`src/rtl/mem_access_arbiter.sv`:
```
// Memory access sequencer/arbiter for the multicycle datapath: IDLE -> ACCESS -> WAIT -> ACK.
// Define MEM_ARB_ROUND_ROBIN_EN for round-robin among {PC, AluOut, A, B}; Except always wins.
`timescale 1ns/1ps

module mem_access_arbiter #(
  parameter int MEM_LATENCY = 1,
  parameter int CNT_W       = 3
) (
  input  logic       clk,
  input  logic       reset_n,
  input  logic [4:0] req,
  input  logic [4:0] req_we,
  output logic [2:0] iord_sel,
  output logic       mem_rd,
  output logic       mem_wr,
  output logic [4:0] grant,
  output logic [4:0] ack,
  output logic       busy
);

  typedef enum logic [1:0] {
    S_IDLE   = 2'd0,
    S_ACCESS = 2'd1,
    S_WAIT   = 2'd2,
    S_ACK    = 2'd3
  } state_t;

  localparam logic [2:0] SRC_PC     = 3'd0;
  localparam logic [2:0] SRC_ALUOUT = 3'd1;
  localparam logic [2:0] SRC_EXCEPT = 3'd2;
  localparam logic [2:0] SRC_A      = 3'd3;
  localparam logic [2:0] SRC_B      = 3'd4;

  localparam logic [CNT_W-1:0] LAT_INIT = CNT_W'(MEM_LATENCY);

  state_t           state_q;
  logic [2:0]       sel_q;
  logic [4:0]       grant_q;
  logic [4:0]       ack_q;
  logic             rd_q;
  logic             wr_q;
  logic             busy_q;
  logic [CNT_W-1:0] cnt_q;

  logic [2:0]       win_sel_d;
  logic [4:0]       win_oh_d;
  logic             win_we_d;

`ifdef MEM_ARB_ROUND_ROBIN_EN
  // Pointer indexes the cyclic order PC, AluOut, A, B (0..3) and names the last grantee.
  logic [1:0] rr_ptr_q;
  logic [1:0] rr_idx_d;

  function automatic logic [2:0] rr_src(input logic [1:0] idx);
    case (idx)
      2'd0:    rr_src = SRC_PC;
      2'd1:    rr_src = SRC_ALUOUT;
      2'd2:    rr_src = SRC_A;
      default: rr_src = SRC_B;
    endcase
  endfunction

  always_comb begin
    logic       found;
    logic [1:0] idx;
    win_sel_d = SRC_PC;
    rr_idx_d  = rr_ptr_q;
    found     = 1'b0;
    idx       = rr_ptr_q;
    if (req[SRC_EXCEPT]) begin
      win_sel_d = SRC_EXCEPT;
    end else begin
      for (int k = 1; k <= 4; k++) begin
        idx = rr_ptr_q + 2'(k);
        if (!found && req[rr_src(idx)]) begin
          found     = 1'b1;
          win_sel_d = rr_src(idx);
          rr_idx_d  = idx;
        end
      end
    end
  end
`else
  always_comb begin
    win_sel_d = SRC_PC;
    if (req[SRC_EXCEPT])      win_sel_d = SRC_EXCEPT;
    else if (req[SRC_ALUOUT]) win_sel_d = SRC_ALUOUT;
    else if (req[SRC_A])      win_sel_d = SRC_A;
    else if (req[SRC_B])      win_sel_d = SRC_B;
    else                      win_sel_d = SRC_PC;
  end
`endif

  // PC fetch and exception-vector accesses are always reads.
  always_comb begin
    win_oh_d = 5'b00001 << win_sel_d;
    win_we_d = req_we[win_sel_d] && (win_sel_d != SRC_PC) && (win_sel_d != SRC_EXCEPT);
  end

  always_ff @(posedge clk or negedge reset_n) begin
    if (!reset_n) begin
      state_q  <= S_IDLE;
      sel_q    <= 3'd0;
      grant_q  <= 5'd0;
      ack_q    <= 5'd0;
      rd_q     <= 1'b0;
      wr_q     <= 1'b0;
      busy_q   <= 1'b0;
      cnt_q    <= '0;
`ifdef MEM_ARB_ROUND_ROBIN_EN
      rr_ptr_q <= 2'd0;
`endif
    end else begin
      case (state_q)
        S_IDLE: begin
          ack_q <= 5'd0;
          if (|req) begin
            state_q <= S_ACCESS;
            grant_q <= win_oh_d;
            sel_q   <= win_sel_d;
            rd_q    <= ~win_we_d;
            wr_q    <= win_we_d;
            busy_q  <= 1'b1;
`ifdef MEM_ARB_ROUND_ROBIN_EN
            if (!req[SRC_EXCEPT]) rr_ptr_q <= rr_idx_d;
`endif
          end else begin
            sel_q <= 3'd0;
          end
        end
        S_ACCESS: begin
          rd_q    <= 1'b0;
          wr_q    <= 1'b0;
          cnt_q   <= LAT_INIT;
          state_q <= S_WAIT;
        end
        // Counter holds the remaining wait cycles; the last one launches ACK.
        S_WAIT: begin
          cnt_q <= cnt_q - CNT_W'(1);
          if (cnt_q == CNT_W'(1)) begin
            state_q <= S_ACK;
            ack_q   <= grant_q;
          end
        end
        S_ACK: begin
          ack_q   <= 5'd0;
          grant_q <= 5'd0;
          sel_q   <= 3'd0;
          busy_q  <= 1'b0;
          state_q <= S_IDLE;
        end
        default: begin
          state_q <= S_IDLE;
        end
      endcase
    end
  end

  assign iord_sel = sel_q;
  assign mem_rd   = rd_q;
  assign mem_wr   = wr_q;
  assign grant    = grant_q;
  assign ack      = ack_q;
  assign busy     = busy_q;

endmodule
```
`config.mk`:
```
export PLATFORM = sky130hd
export DESIGN_NAME = mem_access_arbiter
export DESIGN_NICKNAME = d
export VERILOG_FILES = /design/src/rtl/mem_access_arbiter.sv
export SDC_FILE = /design/constraint.sdc
export NUM_CORES = 1
export LEC_CHECK = 0
export BUFFER_PORTS_ARGS = -buffer_cell sky130_fd_sc_hd__buf_2
export CAP_MARGIN = 20
export CORE_MARGIN = 1.5
export CORE_UTILIZATION = 45
export CTS_BUF_LIST = sky130_fd_sc_hd__clkbuf_8
export DETAILED_ROUTE_END_ITERATION = 12
export PLACE_DENSITY = 0.74
export SLEW_MARGIN = 10
export SYNTH_ARGS = -nofsm -noshare
export SYNTH_HDL_FRONTEND = slang
export SYNTH_SLANG_ARGS = --single-unit
```
`constraint.sdc`:
```
create_clock -name clk -period 3.2 [get_ports clk]
set_clock_uncertainty 0.1 [all_clocks]
set_input_delay 0.16 -clock clk [delete_from_list [all_inputs] [get_ports clk]]
set_output_delay 0.16 -clock clk [all_outputs]
set_load 0.1 [all_outputs]
```
Yosys cells after proc, flatten, opt, wreduce, memory -nomap -nowiden
Cells that the tools add are included.
{"block": "word_totals", "word_cells": 55, "latchBits": 0, "ram_bits": 0, "n_memories": 0, "mem_bits_ro": 0, "input_bits": 12, "ff_bits": 21, "out_inout_bits": 16}
{"block": "classes", "n_shift": 1, "n_bitwise": 1, "muxes": 22, "order_cmp": 1, "div": 0, "mul": 0, "n_reduce_logical": 14, "eq_ne": 7, "add_sub_neg": 1}
{"operator": "case mux 5 bit (2 select lines)", "count": 2}
{"operator": "2-to-1 mux 3 bit", "count": 5}
{"operator": "case mux 3 bit (2 select lines)", "count": 2}
{"operator": "2-to-1 mux 5 bit", "count": 2}
{"operator": "case mux 2 bit (4 select lines)", "count": 1}
{"operator": "AND reduction 2 bit", "count": 4}
{"operator": "nonzero test 2 bit", "count": 4}
{"operator": "case mux 1 bit (2 select lines)", "count": 3}
{"operator": "OR reduction 5 bit", "count": 1}
{"operator": "<< shifter 1 x 3 -> 5 bit, first input constant", "count": 1}
{"operator": "== test 2 bit, second input constant", "count": 2}
{"operator": "< comparator 3 x 4 -> 1 bit, second input constant", "count": 1}
{"operator": "2-to-1 mux 1 bit", "count": 4}
{"operator": "2-to-1 mux 2 bit", "count": 2}
{"operator": "inequality test 2 bit, second input constant", "count": 2}
{"operator": "binary-select mux 1 bit (select 3 bit)", "count": 1}
{"operator": "== test 3 x 1 -> 1 bit, second input constant", "count": 1}
{"operator": "inequality test 3 x 2 -> 1 bit, second input constant", "count": 1}
{"operator": "nonzero test 3 bit", "count": 1}
{"operator": "subtractor 3 x 1 -> 3 bit, second input constant", "count": 1}
{"operator": "== test 2 x 1 -> 1 bit, second input constant", "count": 1}
{"operator": "logical AND 1 bit", "count": 2}
{"operator": "logical NOT 2 bit", "count": 1}
{"operator": "OR reduction 2 bit", "count": 1}
{"operator": "NOT 1 bit", "count": 1}

Depth between registers and ports, before layout
Gate-level depths: netlist of the first run.
{"block": "depth", "ltp_word": 11, "depth_mapped": 7, "ltp_nobuf": 6}

Least setup slack after synthesis of the first run
No wires, ideal clock.
{"block": "synth_timing", "kind": "reg-to-reg", "startpoint": "register state_q[0]", "endpoint": "register cnt_q[0]", "setup_slack_ns": 1.611, "synth_period_minus_slack_ns": 1.589, "stages_incl_launch_ff": 6, "arrival_time_ns": 1.365, "setup_ns": 0.125, "path_cell_list": "dfrtp_1 -> inv_1 -> ha_1 -> clkbuf_1 -> nand2_1 -> mux2_2"}
{"block": "synth_via", "elab_chain_cells": 2, "word_cells_on_any_way": 4}
{"item": "start: declaration", "line": "36", "rtl": "state_t state_q;"}
{"item": "start signal: assignment", "line": "102", "rtl": "state_q <= S_IDLE;"}
{"item": "start signal: assignment", "line": "118", "rtl": "state_q <= S_ACCESS;"}
{"item": "start signal: assignment", "line": "135", "rtl": "state_q <= S_WAIT;"}
{"item": "== test 2 bit or == test 2 x 1 -> 1 bit (tied branches)", "line": "114", "rtl": "case (state_q)"}
{"item": "case mux 3 bit (2 select lines) or nonzero test 2 bit (tied branches)"}
{"item": "end signal: assignment", "line": "139", "rtl": "cnt_q <= cnt_q - CNT_W'(1);"}
{"item": "end: declaration", "line": "43", "rtl": "logic [CNT_W-1:0] cnt_q;"}
Parallel ways exist; a longest one is shown, timed or not.
A chain may end at the register's enable or synchronous reset.

Final worst setup path of the first run
{"block": "layout_timing", "startpoint": "register state_q[0]", "endpoint": "register state_q[0]"}
{"block": "layout_via", "elab_chain_cells": 3, "word_cells_on_any_way": 8}
{"item": "== test 2 bit or logical NOT 2 bit (tied branches)", "line": "114"}
{"item": "inequality test 2 bit (no line)"}
{"item": "AND reduction 2 bit (no line)"}
Parallel ways exist; a longest one is shown, timed or not.

==> results of run 1 <==
## worst reg2reg max path: stages (launching register included)
cell and delay (ns):
dfrtp_1 0.42, inv_1 0.12, ha_1 0.45, nor2b_1 0.44, nor2_2 0.08, o32a_2 0.20
## routing by layer
metal | vias to the layer above | part of all wire | GRT usage
met5 | - | 0 | 0
met4 | 0 | 0.026 | 0.118
met3 | 5 | 0.037 | 0.0259
met2 | 25 | 0.45 | 0.295
met1 | 387 | 0.48 | 0.236
li1 | 442 | - | -
## registers in the layout, indices dropped and copies added (netlist names)
register,cells
ack,5
grant,5
cnt_q,3
iord_sel,3
state_q,2
busy,1
mem_rd,1
mem_wr,1
## worst paths after layout
check                            startpoint     endpoint  slack (ns)  cells past startpoint
max in group asynchronous           reset_n       ack[1]        2.41                      2
worst max-delay path             state_q[0]   state_q[0]        1.27                      5
worst min-delay path                 req[2]     grant[2]        0.12                      2
worst max register to register   state_q[0]   state_q[0]        1.27                      5
min in group asynchronous           reset_n         busy        0.27                      2
worst min register to register  iord_sel[1]  iord_sel[1]        0.38                      2
## cell families after synthesis
group	synth area share
and+or+nand+nor	0.184
AOI/OAI and AO/OA	0.177
DFF	0.492
buffers and inverters	0.0352
adders and majority gates	0.0821
muxes	0.0293
## cell type report
| class | count | share of cell area |
|---|---|---|
| Clock buffer | 3 | 0.0324 |
| Clock inverter | 1 | 0.00392 |
| Inverter | 8 | 0.0235 |
| Multi-Input combinational cell | 76 | 0.395 |
| Sequential cell | 21 | 0.412 |
| Tap cell | 28 | 0.0275 |
| Timing Repair Buffer | 26 | 0.106 |
## placed cells by master (no fill, tap or decap), types with 2 or more instances in the layout
master    Yosys  final
a21oi_1       3      3
a31oi_1       6      6
a32o_1        2      2
buf_2         0     25
clkbuf_8      0      3
dfrtp_1      21     21
ha_1          7      7
inv_1         8      8
mux2i_1       2      2
nand2_1      17     17
nand3b_1      2      2
nor2_1        3      3
nor2b_1       7      7
o21ai_0      11     11
o21ai_1       2      2
## metrics by stage
stage | util | setup slack (ns) | cells | instance area, sq um | hold slack, ns
3_5_place_dp | 0.546 | 1.29 | 158 | 1220 | 0.0393
3_3_place_gp | 0.546 | 1.34 | 158 | 1220 | 0.0359
5_1_grt | 0.571 | 1.10 | 163 | 1280 | 0.112
4_1_cts | 0.571 | 1.28 | 163 | 1280 | 0.106
2_1_floorplan | - | 1.61 | 107 | 1070 | -0.236
6_report | 0.571 | 1.27 | 163 | 1280 | 0.119
==> summary.txt, run 1 <==
Place
  • DPL Wire Length: 1.57 mm
  • Placer Congestion: 0.797
  • Port Buffers: 25

Clock network
  • CTS max path bufs: 2
  • Clk root buf: clkbuf_8
  • # resized after CTS: 0
  • H-tree depth: 1
  • Post-CTS Setup Inserts: 0
  • CTS tree: done
  • Clk pin slew, worst setup/hold paths: 0.08 ns
  • CTS Buf Count: 3
  • Insertion delay to the later sink of the worst-skew pair: 0.26 ns
  • Hold buffer count at CTS: 1
  • TritonCTS Sinks: 21

Timing
  • Slew margin rel.: 0.675
  • Final hold viol count: 0
  • Final Max Slew Viols: 0
  • RSZ-0062 raised after global routing: false
  • Actual slew at the worst max-slew pin: 0.491 ns
  • Final setup TNS: 0 ns
  • Max Freq: 519 MHz
  • Clock period minus worst slack: 1.93 ns
  • Final Cycle Share: 0.602
  • Final Setup Violations: 0

Routing
  • DRT Wirelength: 2.08 mm
  • Vias per inst: 5.27
  • Antenna Nets Post-Route: 0
  • WL/cell: 12.8 microns
  • Pre-antenna DRT Iters: 3
  • Via count: 859
  • Drt drc: 0
  • DRT iter0 DRCs: 5

Floorplanning
  • # rows: 17
  • DIE HEIGHT: 51.7 microns
  • Num ports: 28
  • Die ar.: 2670 sq um
  • Initial Utilization: 0.478
  • DIE WIDTH: 51.7 microns
  • Core area: 2230 sq um

Global routing
  • Antenna violations before repair: 0
  • First-pass GRT wire length: 3.59 mm
  • Largest net degree at the start of global routing: 22
  • Grt ovf: 0
  • Total GRT Usage: 0.185
  • Number of global-route vias before repair: 806

Finish
  • Multi-input logic area: 504 sq um
  • Storage cell area: 526 sq um
  • Share of layout cells above drive strength 1: 0.274
  • Inserted Diodes: 0
  • # fillers: 209
  • Final net count: 155
  • Area added between synthesis and finish: 19.6%

Synthesis
  • Main area contributors after synthesis: dfrtp_1 49%, ha_1 8.2%, nand2_1 6.0%
  • Synth unique cells: 28
  • #FFs+latches synth: 21
  • Dominant cell type by area after synthesis: dfrtp_1
  • EDFF count, synth: 0
  • Primary FF master, synth: dfrtp_1
  • Mapped Area: 1070 sq um
  • Post-synthesis sequential area ratio: 0.492
  • Syn nets: 126
  • Yosys warns: 0
  • Commonest cells post-synth: 21 x dfrtp_1, 17 x nand2_1, 11 x o21ai_0
  • Yosys top cell area share: 0.492
  • Syn Inst Count: 107
  • Avg Inst Size Synth: 9.97 sq um
  • Ys async rst share: 1.00
  • Most common cell in the synthesized netlist: dfrtp_1

Status
  • Status: finished, final reports clean

Setup path
  • Buf/Inv on CP: 1
  • Crit path max fanout: 14
  • Top delay family on crit path: simple AND/OR/NAND/NOR gates
  • WP data arrival: 1.97 ns
  • Element type at the critical path end: flop
  • Max incr delay on CP: 0.45 ns
  • CP startpoint kind: flop
  • Crit path cell chain: inv_1 > ha_1 > nor2b_1 > nor2_2 > o32a_2
  • CP max stage cell: ha_1
  • Crit path required time: 3.24 ns
  • Crit Path Class: flop to flop

Flow run
  • Max Cap Viol: 0

Worst hold path
  • Hold Path Class: input pin to flop
Power of run 1 is not shown: default switching activity piles up to over one toggle a cycle in this logic, so the estimate is an artifact.
==> inputs of run 2 (changes only) <==
--- a/config.mk
+++ b/config.mk
@@ -5,13 +5,14 @@
 export SDC_FILE = /design/constraint.sdc
 export NUM_CORES = 1
 export LEC_CHECK = 0
+export ABC_AREA = 1
 export BUFFER_PORTS_ARGS = -buffer_cell sky130_fd_sc_hd__buf_2
 export CAP_MARGIN = 20
 export CORE_MARGIN = 1.5
 export CORE_UTILIZATION = 45
 export CTS_BUF_LIST = sky130_fd_sc_hd__clkbuf_8
 export DETAILED_ROUTE_END_ITERATION = 12
-export PLACE_DENSITY = 0.74
+export PLACE_DENSITY = 0.73
 export SLEW_MARGIN = 10
 export SYNTH_ARGS = -nofsm -noshare
 export SYNTH_HDL_FRONTEND = slang
==> constraint.sdc (replaced) <==
create_clock -name clk -period 2 [get_ports clk]
set_clock_uncertainty 0.1 [all_clocks]
set_input_delay 0.1 -clock clk [delete_from_list [all_inputs] [get_ports clk]]
set_output_delay 0.1 -clock clk [all_outputs]
set_load 0.1 [all_outputs]
==> summary.txt, run 2 <==
Setup path
  • Crit Path Class: flop to flop
  • CP startpoint kind: flop
  • Crit path max fanout: 8 (-6)
  • CP startpoint: state_q[0]
  • R2r startpoint: state_q[0]
  • WP data arrival: 1.85 ns (-0.12 ns)
  • Crit path required time: 2.07 ns (-1.17 ns)
  • Element type at the critical path end: flop

Global routing
  • Met3 usage in global routing: 0.0286 (+0.00271)
  • First-pass GRT wire length: 3.80 mm (+5.6%)
  • Total GRT Usage: 0.183 (-0.00222)
  • Most used routing layer: met2
  • Grt ovf: 0 (unchanged)
  • Grt met2 use: 0.331 (+0.0364)
  • Number of global-route vias before repair: 899 (+12%)
  • Largest net degree at the start of global routing: 22 (unchanged)
  • Antenna violations before repair: 0 (unchanged)
  • Grt met1 use: 0.230 (-0.00605)

Clock network
  • Post-CTS Setup Inserts: 0 (unchanged)
  • # resized after CTS: 0 (unchanged)
  • Clk pin slew, worst setup/hold paths: 0.08 ns (about the same)
  • CTS Buf Count: 3 (unchanged)
  • CTS tree: done
  • CTS max path bufs: 2 (unchanged)
  • TritonCTS Sinks: 21 (unchanged)
  • Insertion delay to the later sink of the worst-skew pair: 0.26 ns (about the same)
  • Clk root buf: clkbuf_8
  • H-tree depth: 1 (unchanged)

Routing
  • DRT iter0 DRCs: 16 (+11)
  • Pre-antenna DRT Iters: 4 (+1)
  • Drt drc: 0 (unchanged)
  • WL/cell: 11.6 microns (-9.6%)
  • DRT Wirelength: 2.16 mm (+3.7%)
  • Antenna Nets Post-Route: 0 (unchanged)
  • Vias per inst: 4.97 (-5.7%)
  • Via count: 929 (+8.1%)

Worst hold path
  • Hold Path Class: input pin to flop
  • Min-delay src: req[2]

Place
  • Placer Congestion: 0.808 (+1.3%)
  • DPL Wire Length: 1.70 mm (+8.3%)
  • Port Buffers: 27 (+8.0%)
  • DP Worst Slack: 0.279 ns (-1.01 ns)

Timing
  • Final setup TNS: 0 ns (unchanged)
  • Final Cycle Share: 0.889 (+0.288)
  • Final Max Slew Viols: 0 (unchanged)
  • RSZ-0062 raised after global routing: false
  • Setup WS post-layout: 0.222 ns (-1.05 ns)
  • Max Freq: 562 MHz (+8.3%)
  • Clock period minus worst slack: 1.78 ns (-0.147 ns)
  • Final hold viol count: 0 (unchanged)
  • Slew margin rel.: 0.677 (+0.00205)
  • Final Setup Violations: 0 (unchanged)
  • Actual slew at the worst max-slew pin: 0.488 ns (-0.00309 ns)

Finish
  • # fillers: 197 (-5.7%)
  • Most frequent cells in the layout: 30 x nand2_1, 27 x buf_2, 21 x dfrtp_1, 13 x inv_1, 11 x o21ai_1
  • Inserted Diodes: 0 (unchanged)
  • Post-route core utilization: 0.587 (+0.0157)
  • Final net count: 179 (+15%)
  • Share of layout cells above drive strength 1: 0.340 (+0.0655)
  • Area added between synthesis and finish: 19.9%
  • Most common cell after layout, fill and taps aside: nand2_1

Synthesis
  • Yosys top cell area share: 0.471 (-0.0210)
  • Main area contributors after synthesis: dfrtp_1 47%, nand2_1 10%, ha_1 7.9%
  • Yosys warns: 0 (unchanged)
  • Syn Inst Count: 128 (+20%)
  • Primary FF master, synth: dfrtp_1
  • Mapped Area: 1110 sq um (+4.5%)
  • Most common cell in the synthesized netlist: nand2_1
  • Synth unique cells: 22 (-21%)
  • Syn nets: 147 (+17%)
  • Dominant cell type by area after synthesis: dfrtp_1
  • Avg Inst Size Synth: 8.71 sq um (-13%)
  • Commonest cells post-synth: 30 x nand2_1, 21 x dfrtp_1, 13 x inv_1
  • #FFs+latches synth: 21 (unchanged)
  • Ys async rst share: 1.00 (unchanged)
  • EDFF count, synth: 0 (unchanged)
  • Post-synthesis sequential area ratio: 0.471 (-0.0210)

Floorplanning
  • # rows: 17 (unchanged)
  • DIE WIDTH: 52.8 microns (+2.1%)
  • DIE HEIGHT: 52.8 microns (+2.1%)
  • Initial Utilization: 0.490 (+0.0120)
  • Num ports: 28 (unchanged)
  • Die ar.: 2790 sq um (+4.2%)
  • Core area: 2280 sq um (+1.9%)

Flow run
  • Max Cap Viol: 0 (unchanged)

Status
  • Status: finished, final reports clean
-- run 2: layout make-up --
cell class / instances / area [sq um] / share of cell area
repair buffers: 28 / 145 / 0.109
clock inverters: 1 / 5.00 / 0.00375
well taps: 28 / 35.0 / 0.0262
inverters: 23 / 86.3 / 0.0646
multi-input cells: 83 / 498 / 0.373
clock buffers: 3 / 41.3 / 0.0309
flip-flops and latches: 21 / 526 / 0.393
-- run 2: logic make-up after synthesis --
group	count (synthesis)	synth area share
simple gates	49	0.219
fa+ha+maj	7	0.0786
flops	21	0.471
compound gates	27	0.149
buf+inv	24	0.0819
-- run 2: through the flow --
step | std cells | area [sq um] | hold slack [ns]
floorplan | 128 | 1110 | -0.296
global placement | 182 | 1280 | -0.0273
detailed placement | 182 | 1280 | -0.0207
CTS | 187 | 1340 | 0.0495
global route | 187 | 1340 | 0.0594
finish | 187 | 1340 | 0.0509
-- run 2: final timing paths --
path / cells after the start / end / slack [ns]
min in group asynchronous: 2 / ack[3] / 0.22
max in group asynchronous: 2 / grant[0] / 1.27
hold / removal: 3 / grant[2] / 0.05
hold reg to reg: 2 / iord_sel[2] / 0.39
setup reg to reg: 6 / ack[2] / 0.22
setup / recovery: 6 / ack[2] / 0.22
-- run 2: critical path, stage by stage, from the launching register on --
cell	delay, ns
dfrtp_1	0.41
inv_1	0.10
ha_1	0.45
inv_2	0.14
nor2_1	0.29
o21ai_1	0.12
o21ai_0	0.09
-- run 2: metal layers --
| layer | wire length, microns | part of all wire |
|---|---|---|
| met2 | 1060 | 0.49 |
| met4 | 10 | 0.0046 |
| met1 | 994 | 0.46 |
| met5 | 0 | 0 |
| met3 | 93 | 0.043 |
-- run 2: what timing repair did --
item | in CTS | in global routing
hold buffers | 1 | 0
endpoints found under the setup margin | 0 | 0
endpoints found under the hold margin | 21 | 0
Power of run 2 is left out for the same reason.
==> inputs of run 3 (changes only) <==
--- a/config.mk
+++ b/config.mk
@@ -11,6 +11,7 @@
 export CORE_MARGIN = 1.5
 export CORE_UTILIZATION = 45
 export CTS_BUF_LIST = sky130_fd_sc_hd__clkbuf_8
+export CTS_CLUSTER_SIZE = 40
 export DETAILED_ROUTE_END_ITERATION = 12
 export PLACE_DENSITY = 0.73
 export SLEW_MARGIN = 10
==> constraint.sdc (replaced) <==
create_clock -name clk -period 1.9 [get_ports clk]
set_clock_uncertainty 0.1 [all_clocks]
set_input_delay 0.095 -clock clk [delete_from_list [all_inputs] [get_ports clk]]
set_output_delay 0.095 -clock clk [all_outputs]
set_load 0.1 [all_outputs]
==> summary.txt, run 3 (synthesis gave the netlist of run 2 again) <==
Timing
  • Max Freq: 595 MHz (+5.8%)
  • Final Setup Violations: 0 (unchanged)
  • Final hold viol count: 0 (unchanged)
  • Final Cycle Share: 0.885 (-0.00465)
  • Actual slew at the worst max-slew pin: 0.488 ns (-0.00000250 ns)
  • Final Max Slew Viols: 0 (unchanged)
  • Clock period minus worst slack: 1.68 ns (-0.0977 ns)
  • Slew margin rel.: 0.677 (about the same)
  • RSZ-0062 raised after global routing: false
  • Final setup TNS: 0 ns (unchanged)

Finish
  • Inserted Diodes: 0 (unchanged)
  • Most common cell after layout, fill and taps aside: nand2_1
  • # fillers: 196 (-0.51%)
  • Area added between synthesis and finish: 20.1%
  • Share of layout cells above drive strength 1: 0.346 (+0.00629)
  • Final net count: 179 (unchanged)
  • Final std cells w/o fill: 187 (unchanged)
  • Most frequent cells in the layout: 30 x nand2_1, 27 x buf_2, 21 x dfrtp_1, 13 x inv_1, 11 x o21ai_1

Worst hold path
  • Hold Path Class: input pin to flop
  • Min-delay src: req[2]

Setup path
  • CP startpoint kind: flop
  • Crit Path Class: flop to flop
  • Element type at the critical path end: flop
  • R2r startpoint: state_q[0]
  • Crit path required time: 1.97 ns (-0.10 ns)
  • CP startpoint: state_q[0]
  • Crit path max fanout: 8 (unchanged)
  • WP data arrival: 1.75 ns (-0.10 ns)

Floorplanning
  • Core area: 2280 sq um (unchanged)
  • Initial Utilization: 0.490 (unchanged)
  • DIE HEIGHT: 52.8 microns (unchanged)
  • Die ar.: 2790 sq um (unchanged)
  • Num ports: 28 (unchanged)
  • DIE WIDTH: 52.8 microns (unchanged)
  • # rows: 17 (unchanged)

Global routing
  • Met3 usage in global routing: 0.0286 (unchanged)
  • Total GRT Usage: 0.183 (unchanged)
  • Grt met1 use: 0.230 (unchanged)
  • Number of global-route vias before repair: 899 (unchanged)
  • Largest net degree at the start of global routing: 22 (unchanged)
  • Grt ovf: 0 (unchanged)
  • First-pass GRT wire length: 3.80 mm (unchanged)
  • Most used routing layer: met2
  • Grt met2 use: 0.331 (unchanged)
  • Antenna violations before repair: 0 (unchanged)

Place
  • DPL Wire Length: 1.70 mm (unchanged)
  • Placer Congestion: 0.808 (unchanged)
  • Port Buffers: 27 (unchanged)
  • Placed cells: 182 (unchanged)

Clock network
  • Insertion delay to the later sink of the worst-skew pair: 0.26 ns (about the same)
  • H-tree depth: 1 (unchanged)
  • Clk root buf: clkbuf_8
  • Clk pin slew, worst setup/hold paths: 0.08 ns (about the same)
  • CTS max path bufs: 2 (unchanged)
  • CTS tree: done
  • CTS Buf Count: 3 (unchanged)
  • TritonCTS Sinks: 21 (unchanged)

Routing
  • Antenna Nets Post-Route: 0 (unchanged)
  • Drt drc: 0 (unchanged)
  • WL/cell: 11.6 microns (+0.23%)
  • DRT Wirelength: 2.17 mm (+0.23%)
  • Vias per inst: 5.01 (+0.86%)
  • Pre-antenna DRT Iters: 4 (unchanged)
  • DRT iter0 DRCs: 15 (-1)
  • Via count: 937 (+0.86%)

Status
  • Status: finished, final reports clean

Flow run
  • Max Cap Viol: 0 (unchanged)
[run 3: area by class of cell]
class / instances / area (sq um) / share of cell area
Timing Repair Buffer: 28 / 145 / 0.108
Clock inverter: 1 / 5.00 / 0.00374
Inverter: 23 / 86.3 / 0.0645
Clock buffer: 3 / 41.3 / 0.0308
Sequential cell: 21 / 526 / 0.393
Tap cell: 28 / 35.0 / 0.0262
Multi-Input combinational cell: 83 / 500 / 0.374
[run 3: layer usage]
metal | up-vias | wire [microns]
met5 | - | 0
met4 | 0 | 12
li1 | 470 | -
met1 | 441 | 996
met3 | 2 | 93
met2 | 24 | 1060
[run 3: worst max-delay path, stage by stage (launching register included)]
cell,delay [ns]
dfrtp_1,0.41
inv_1,0.10
ha_1,0.45
inv_2,0.14
nor2_2,0.21
o21ai_1,0.10
o21ai_0,0.09
[run 3: what timing repair did]
action                                  CTS  global route
endpoints found under the hold margin    21             0
buffers inserted                          0             0
resized for setup                         0             1
hold buffers                              1             0
endpoints found under the setup margin    0             4
[run 3: path summary, 6_finish.rpt]
check / end / cells after the start / slack [ns]
worst max-delay path: ack[2] / 6 / 0.22
worst min-delay path: grant[2] / 3 / 0.05
worst max register to register: ack[2] / 6 / 0.22
worst min register to register: iord_sel[2] / 2 / 0.39
max in group asynchronous: ack[1] / 2 / 1.17
min in group asynchronous: ack[3] / 2 / 0.21
[run 3: through the flow]
stage | util | instance area (sq um) | setup slack [ns] | hold WS (ns)
2_1_floorplan | - | 1110 | 0.385 | -0.301
3_3_place_gp | 0.562 | 1280 | 0.287 | -0.0323
3_5_place_dp | 0.562 | 1280 | 0.179 | -0.0257
4_1_cts | 0.587 | 1340 | 0.163 | 0.0445
5_1_grt | 0.588 | 1340 | 0.0582 | 0.0544
6_report | 0.588 | 1340 | 0.219 | 0.0463
Power of run 3 is left out for the same reason.
